--- config.mk ---
export PLATFORM = sky130hd
export DESIGN_NAME = reg_writeback
export DESIGN_NICKNAME = d
export VERILOG_FILES = /design/src/rtl/reg_writeback.sv
export SDC_FILE = /design/constraint.sdc
export NUM_CORES = 1
export LEC_CHECK = 0
export ABC_AREA = 1
export ABC_CLOCK_PERIOD_IN_PS = 3400
export CORE_ASPECT_RATIO = 0.5
export CORE_MARGIN = 1
export CORE_UTILIZATION = 53
export DETAILED_ROUTE_END_ITERATION = 6
export PLACE_DENSITY = 0.91
export SLEW_MARGIN = 20
export SYNTH_ARGS = -nofsm -noshare
export SYNTH_HDL_FRONTEND = slang
export SYNTH_SLANG_ARGS = --single-unit
export TNS_END_PERCENT = 20
--- constraint.sdc ---
create_clock -name clk -period 3.4 [get_ports clk]
set_input_delay 1.02 -clock clk [delete_from_list [all_inputs] [get_ports clk]]
set_output_delay 1.02 -clock clk [all_outputs]
set_load 0.02 [all_outputs]
--- src/rtl/reg_writeback.sv ---
// ---------------------------------------------------------------------------
// reg_writeback
//
// Writeback queue between the execute/load stages and the register file.
// Results ({rd, data}) are queued in a small FIFO and drained one per cycle
// into a registered write port (wr_en / wr_addr / wr_data). While a result is
// queued or sitting in the write port, the read-port decoders can look it up
// so younger instructions either forward the value or stall on it.
//
// Build option:
//   WB_FORWARD_EN  defined   -> lk_dataN carries the newest pending value
//                                for lk_addrN.
//                  undefined -> lk_hitN still flags pending writes and acts
//                                as a stall request; lk_dataN is tied to 0.
//
// Ports:
//   clk, rst_n            clock, async active-low reset
//   in_valid/in_ready     result handshake (in_ready = queue not full)
//   in_rd, in_data        destination register index and value
//   flush                 drop every queued, uncommitted result
//   wb_stall              hold the queue head this cycle
//   wr_en/wr_addr/wr_data registered register-file write port
//   lk_addrN/lk_hitN/lk_dataN   pending-write lookup, N = 1, 2
//   count                 number of queued entries (0..DEPTH)
// ---------------------------------------------------------------------------

// Match one pending-write slot against both lookup addresses. Register 0 is
// hard-wired, so a lookup of x0 never hits.
module wb_slot_match (
  input  logic       vld,
  input  logic [4:0] rd,
  input  logic [4:0] a1,
  input  logic [4:0] a2,
  output logic       hit1,
  output logic       hit2
);
  assign hit1 = vld && (rd == a1) && (a1 != 5'd0);
  assign hit2 = vld && (rd == a2) && (a2 != 5'd0);
endmodule

module reg_writeback #(
  parameter int DATA_WIDTH = 32,
  parameter int DEPTH      = 4
) (
  input  logic                      clk,
  input  logic                      rst_n,
  input  logic                      in_valid,
  output logic                      in_ready,
  input  logic [4:0]                in_rd,
  input  logic [DATA_WIDTH-1:0]     in_data,
  input  logic                      flush,
  input  logic                      wb_stall,
  output logic                      wr_en,
  output logic [4:0]                wr_addr,
  output logic [DATA_WIDTH-1:0]     wr_data,
  input  logic [4:0]                lk_addr1,
  input  logic [4:0]                lk_addr2,
  output logic                      lk_hit1,
  output logic                      lk_hit2,
  output logic [DATA_WIDTH-1:0]     lk_data1,
  output logic [DATA_WIDTH-1:0]     lk_data2,
  output logic [$clog2(DEPTH):0]    count
);
  localparam int AW = $clog2(DEPTH);
  localparam int CW = AW + 1;
  localparam logic [CW-1:0] FULL_CNT = CW'(DEPTH);

  typedef struct packed {
    logic [4:0]            rd;
    logic [DATA_WIDTH-1:0] data;
  } wb_ent_t;

  // Queue storage: written only on push, never reset.
  wb_ent_t mem_q [DEPTH];

  logic [AW-1:0]         wptr_q, wptr_d;
  logic [AW-1:0]         rptr_q, rptr_d;
  logic [CW-1:0]         count_q, count_d;
  logic                  wr_en_q, wr_en_d;
  logic [4:0]            wr_addr_q, wr_addr_d;
  logic [DATA_WIDTH-1:0] wr_data_q, wr_data_d;

  logic    push, pop;
  wb_ent_t head;

  // Full is judged on the current count only, so a full queue refuses a
  // push even if it pops in the same cycle.
  assign in_ready = (count_q != FULL_CNT);
  assign push     = in_valid && in_ready && !flush;
  assign pop      = (count_q != '0) && !wb_stall && !flush;
  assign head     = mem_q[rptr_q];

  always_comb begin
    wptr_d    = wptr_q;
    rptr_d    = rptr_q;
    count_d   = count_q;
    wr_en_d   = 1'b0;
    wr_addr_d = wr_addr_q;
    wr_data_d = wr_data_q;
    if (flush) begin
      wptr_d  = '0;
      rptr_d  = '0;
      count_d = '0;
    end else begin
      // Pointers are AW bits wide, so the increment wraps modulo DEPTH.
      if (push) wptr_d = wptr_q + AW'(1);
      if (pop)  rptr_d = rptr_q + AW'(1);
      count_d = count_q + CW'(push) - CW'(pop);
    end
    if (pop) begin
      // x0 results still drain through the port but never write.
      wr_en_d   = (head.rd != 5'd0);
      wr_addr_d = head.rd;
      wr_data_d = head.data;
    end
  end

  always_ff @(posedge clk or negedge rst_n) begin
    if (!rst_n) begin
      wptr_q    <= '0;
      rptr_q    <= '0;
      count_q   <= '0;
      wr_en_q   <= 1'b0;
      wr_addr_q <= '0;
      wr_data_q <= '0;
    end else begin
      wptr_q    <= wptr_d;
      rptr_q    <= rptr_d;
      count_q   <= count_d;
      wr_en_q   <= wr_en_d;
      wr_addr_q <= wr_addr_d;
      wr_data_q <= wr_data_d;
    end
  end

  always_ff @(posedge clk) begin
    if (push) mem_q[wptr_q] <= '{rd: in_rd, data: in_data};
  end

  assign wr_en   = wr_en_q;
  assign wr_addr = wr_addr_q;
  assign wr_data = wr_data_q;
  assign count   = count_q;

  // -------------------------------------------------------------------------
  // Pending-write lookup. Slots are ordered by age: slot 0 is the write port
  // (oldest), slot g+1 is the queue entry g places behind the head. A later
  // slot is always younger, so the highest-numbered hit wins.
  // -------------------------------------------------------------------------
  logic [DEPTH:0]        slot_vld;
  logic [DEPTH:0][4:0]   slot_rd;
  logic [DEPTH:0]        hit1_v, hit2_v;
`ifdef WB_FORWARD_EN
  logic [DEPTH:0][DATA_WIDTH-1:0] slot_data;
`endif

  assign slot_vld[0] = wr_en_q;
  assign slot_rd[0]  = wr_addr_q;
`ifdef WB_FORWARD_EN
  assign slot_data[0] = wr_data_q;
`endif

  for (genvar g = 0; g < DEPTH; g++) begin : g_slot
    logic [AW-1:0] idx;
    assign idx           = rptr_q + AW'(g);
    assign slot_vld[g+1] = (CW'(g) < count_q);
    assign slot_rd[g+1]  = mem_q[idx].rd;
`ifdef WB_FORWARD_EN
    assign slot_data[g+1] = mem_q[idx].data;
`endif
  end

  for (genvar s = 0; s <= DEPTH; s++) begin : g_match
    wb_slot_match u_match (
      .vld  (slot_vld[s]),
      .rd   (slot_rd[s]),
      .a1   (lk_addr1),
      .a2   (lk_addr2),
      .hit1 (hit1_v[s]),
      .hit2 (hit2_v[s])
    );
  end

  assign lk_hit1 = |hit1_v;
  assign lk_hit2 = |hit2_v;

`ifdef WB_FORWARD_EN
  always_comb begin
    lk_data1 = '0;
    lk_data2 = '0;
    for (int i = 0; i <= DEPTH; i++) begin
      if (hit1_v[i]) lk_data1 = slot_data[i];
      if (hit2_v[i]) lk_data2 = slot_data[i];
    end
  end
`else
  assign lk_data1 = '0;
  assign lk_data2 = '0;
`endif

endmodule

## Word-level counts from Yosys, hierarchy flattened

Memories as Yosys holds them, arrays and structs flattened.
Index checks and enable logic that the tools add are counted.

| cells by class | value |
|---|---|
| order comparisons | 4 |
| $add $sub $neg | 6 |
| muxes and demuxes | 8 |
| reduce and logical (&&, ||, !) cells | 34 |
| eq/ne operators | 11 |

Operators by type and width:

| cell | number |
|---|---|
| $eq A5 B5 Y1 | 10 |
| $logic_and A1 B1 Y1 | 24 |
| $reduce_bool A5 Y1 | 3 |
| $reduce_or A5 Y1 | 2 |
| $mux W2 | 4 |
| $lt A1 B3 Y1 const A | 2 |
| $lt A2 B3 Y1 const A | 2 |
| $add A2 B1 Y2 const B | 2 |
| $add A2 B2 Y2 const B | 2 |
| $reduce_bool A2 Y1 | 2 |
| $add A3 B1 Y3 | 1 |
| $mux W1 | 3 |
| $mux W3 | 1 |
| $ne A3 B3 Y1 const B | 1 |
| $reduce_bool A3 Y1 | 1 |
| $sub A3 B1 Y3 | 1 |
| $logic_not A1 Y1 | 2 |

| word-level totals | value |
|---|---|
| output and inout port bits | 108 |
| memories | 1 |
| bits of input ports | 52 |
| register bits after elaboration | 45 |
| RAM bits | 148 |

Memory list:

| name | depth | bits a word | rd ports | clocked after memory_dff | wr ports | RTL line | RTL |
|---|---|---|---|---|---|---|---|
| mem_q | 4 | 37 | 4 | 0 | 1 | 74 | `wb_ent_t mem_q [DEPTH];` |

## Logic depth before layout (Yosys ltp)

| logic depth | value |
|---|---|
| depth in word-level cells | 6 |
| gate-level depth with buffers | 14 |
| gate-level depth less buffers | 12 |

## By module

From an unflattened synthesis, not the netlist that was laid out.

| second synthesis, totals | value |
|---|---|
| cells, all modules | 1010 |
| area total of the unflattened synthesis | 9247.6 um^2 |

By module, submodules not included:

| module | cells each | area each (um^2) | instances |
|---|---|---|---|
| reg_writeback | 735 | 8152.8 | 1 |
| wb_slot_match | 55 | 219.0 | 5 |

## Worst setup path after synthesis

Ideal clock, no wire load.

| timing path | value |
|---|---|
| path type | input port to flip-flop |
| start point | in in_valid |
| end point | mem mem_q[0][0] in the netlist's numbering, enable pin |
| required time | 2.969 ns |
| arrival time | 2.903 ns |
| path slack | 0.066 ns |
| cell stages on the path | 4 |
| setup time | 0.431 ns |
| cell sequence | nand2_1 > nor2_1 > inv_1 > nor2_1 |

| on the way | value |
|---|---|
| longest elaborated chain between the ends | 4 |

Ends and longest elaborated chain:

| item | RTL line | RTL |
|---|---|---|
| start: declaration | 47 | `input logic in_valid,` |
| $logic_and A1 B1 Y1 (2 in a row) | 89 | `assign push = in_valid && in_ready && !flush;` |
| $mux W1 | 137 | `if (push) mem_q[wptr_q] <= '{rd: in_rd, data: in_data};` |
| $mux W1 (not written as such) | 137 |  |
| end: declaration | 74 |  |

Every way passes these cells.

## Worst setup path in the final report

| timing path | value |
|---|---|
| start point | reg rptr_q[0] |
| end point | out lk_hit2 |

| on the way | value |
|---|---|
| longest elaborated chain between the ends | 6 |

Ends and longest elaborated chain:

| item | RTL line | RTL |
|---|---|---|
| start: declaration | 77 | `logic [AW-1:0] rptr_q, rptr_d;` |
| start signal: assignment | 128 | `rptr_q <= rptr_d;` |
| $add A2 B1 Y2 / $add A2 B2 Y2 (equally long branches) | 165 | `assign idx = rptr_q + AW'(g);` |
| $mem_v2 Z4 W37 (*) | - |  |
| $eq A5 B5 Y1 | 38 | `assign hit2 = vld && (rd == a2) && (a2 != 5'd0);` |
| $logic_and A1 B1 Y1 (2 in a row) | 38 |  |
| $reduce_or A5 Y1 (*) | 185 | `assign lk_hit2 = \|hit2_v;` |
| end: declaration | 59 | `output logic lk_hit2,` |

Every way passes the cells marked *; elsewhere a longest branch is shown, timed or not.

==> run summary <==
Die H = 95.28 um
Syn avg cell area = 9.392 um2
# port buffers = 95
Failing checks = DRC
DIE WIDTH = 188.6 um
Top delay family on crit path = simple AND/OR/NAND/NOR gates
Syn. warnings = 0
CTS tree = built
Synth Flop Type = edfxtp_1
Gr ovfl total = 0
Hold crit path type = flop to flop
Fmax = 0.2952 GHz
Setup Skew = 0.01175 ns
Insertion delay to the later sink of the worst-skew pair = 0.45 ns
Commonest cells after routing, fill and taps aside = 415 x nand2_1, 148 x edfxtp_1, 82 x clkdlybuf4s50_1
Pwr/cell area = 760.7 nW/um2
Post-synthesis mux area share = 0%
DRT Pass-1 Iters = 7
Core area = 16680 um2
Max_cap viols = 0
Final min period = 3.388 ns
Pin count of the biggest net entering global routing = 46
CTS buffer count = 17
Critical path capture point type = output pin
Sink Count = 193
Filler cells = 1125
WP data arrival = 2.37 ns
Worst setup SP type = flop
Worst-margin pin slew = 0.6412 ns
Status = finished with violations
First-pass GRT wire length = 40000 um
Dpl hpwl = 16350 um
Layout cells sized above 1 = 12.33%
Synth Area in Simple Gates = 26.41%
Tcrit/Tclk final = 99.63%
Worst R2R Setup Slack = 0.96 ns
CP Buf/Inv Count = 4
Synth cell types = 28
WHS Endpoint = wr_data[31]
RR Endpoint = count[2]
Critical Path Fanout Max = 5
Slew Limit Headroom = 57.21%
Die area = 17960 um2
Number of setup violations in the final report = 0
Avg WL per Cell = 20.11 um
Max incr delay on CP = 0.49 ns
Synthesized flop and latch total = 193
Vias in the first global route = 7130
Hold Path Depth = 2
Hold path startpoint = wr_data[31]
Sequential share of the synthesized area = 60.40%
# rows = 33
Cell mode on critical path = nand2_1
Via count = 7718
Final max-slew violation count = 0
Post-synth EDFFs = 148
Vias per cell = 5.667
Worst R2R Path Depth = 12
CTS Buffer Depth = 2
Post-route ant nets = 0
Grt peak-use layer = met2
Final wirelength = 27390 um
Post-synthesis xor/xnor area fraction = 0.3799%
Overall routing resource usage = 30.30%
Final GP Congestion = 0.9573
Fraction of registers with async set/reset = 23.32%
Final #Nets = 1183
H-tree depth = 4
Met2 Resource Use GR = 52.97%
Syn Inst Count = 982
Peak supply drop = 0.0005163 V
Complex-gate fraction of the synthesized area = 1.777%
Post-Synth Adder-Cell Area = 1.302%
CP Cell Sequence = inv_6, buf_4, nand2_1, nand2_1, inv_1, nand2_1, nand2_1, nand2_1, o21ai_0, nor2_1, nand4_1, nand3_1, buf_4
Detailed Route Iter0 Violations = 1077
Area after DPL = 10520 um2
Initial antenna violation count = 0
Post-Layout Inst Area = 11270 um2
Critical path's slowest cell = dfrtp_2
Commonest non-fill, non-tap cell in the layout = nand2_1
Clock Pin Slew Worst Setup and Hold Paths = 0.07 ns
Initial Util = 55.29%
Critical path class = flop to output pin
Hold Vio Cnt, Final = 0
FF-to-FF Start = count[1]
P&R area growth vs syn = 22.24%
ANT cells = 0
Static leakage = 4.907 nW
DR DRC count = 5
CTS root buffer = clkbuf_16
Routing usage on met3 = 5.742%
Cts hold-fix bufs = 0
Num ports = 160
Met1 global-route usage = 37.62%
Cell area after synthesis = 9223 um2
Crit path required time = 2.38 ns
Worst hold slack = 0.4721 ns
Largest family of logic cells by synthesized area = simple AND/OR/NAND/NOR gates
## timing repair
action,CTS,global route
pin swaps,4,4
resized for setup,32,34
endpoints found under the setup margin,2,2
gates cloned,0,2
setup buffers,0,1
## tightest hold or removal path: stages (launching register included)
cell and delay, ns:
dfrtp_1 0.35, nand2_1 0.05, nand2_1 0.04
## sequential cells by signal, indices dropped and copies added (netlist names)
| register | cells |
|---|---|
| wr_en | 1 |
| wr_addr | 5 |
| rptr_q | 2 |
| count | 3 |
| mem_q | 148 |
| wr_data | 32 |
| wptr_q | 2 |
## cell families (layout without fill, tap and decap cells)
group | count (synthesis) | after routing
and+or+nand+nor | 591 | 593
DFF | 193 | 193
buffers and inverters | 153 | 241
AOI/OAI and AO/OA | 31 | 31
adders and majority gates | 9 | 9
xor gates and xnor gates | 4 | 4
other | 1 | 64
## how the worst max path moves through the flow
stage | slack (ns) | startpoint | cells past startpoint | endpoint
2_1_floorplan | 0.07 | in_valid | 4 | mem_q[0][0]
3_3_place_gp | -0.60 | lk_addr2[0] | 9 | lk_hit2
3_5_place_dp | -0.60 | lk_addr2[0] | 9 | lk_hit2
4_1_cts | -0.02 | lk_addr1[1] | 10 | lk_hit1
5_1_grt | -0.04 | rptr_q[0] | 14 | lk_hit1
6_report | 0.01 | rptr_q[0] | 13 | lk_hit2
## layout make-up
class	count	area, um2	share of cell area [%]
multi-input cells	701	3122	27.69
clock inverters	14	192.7	1.709
flip-flops and latches	193	5573	49.43
repair buffers	152	1454	12.90
inverters	57	219.0	1.942
well taps	227	284.0	2.519
clock buffers	18	429.2	3.807
## routing by layer
layer,vias up,wire length (um)
li1,3393,-
met1,3617,10430
met2,597,13180
met3,111,2704
met4,0,1073
met5,-,0
## synth_stat cells, types with 2 or more instances
cell type  count  area (um2)
a21oi_1       10       50.05
buf_2          5       25.02
buf_4         70       525.5
buf_6          3       33.78
buf_8          2       30.03
clkbuf_1      16       60.06
dfrtp_1       45        1126
edfxtp_1     148        4444
ha_1           8       100.1
inv_1         56       210.2
nand2_1      423        1588
nand2_2        5       31.28
nand2_4        2       22.52
nand3_1       74       370.4
nand4_1       34       212.7
nor2_1        46       172.7
nor3_1         4       20.02
o21ai_0       13       65.06
o21ai_1        3       15.01
o22ai_1        4       25.02
or2_2          2       12.51
xor2_1         3       26.28
## power by group
part           leakage (nW)  total, W  internal, W  switching (W)
logic                  2.69   0.00335      0.00121        0.00214
registers              1.91   0.00313      0.00287       0.000262
clock network         0.302   0.00209      0.00112       0.000972
total                  4.91   0.00858      0.00520        0.00338
## per-stage QoR
stage	TNS, ns	instances	setup slack (ns)	utilization [%]	power [W]
global placement	-1.164	1327	-0.5956	63.08	0.006139
global route	-0.04721	1362	-0.04028	67.58	0.008927
detailed placement	-1.191	1327	-0.6034	63.08	0.006236
finish	0	1362	0.01249	67.58	0.008576
floorplan	0	1045	0.06614	-	0.004978
CTS	-0.02184	1359	-0.02184	66.91	0.008402
No activity file was read; power rests on OpenSTA's default activity.
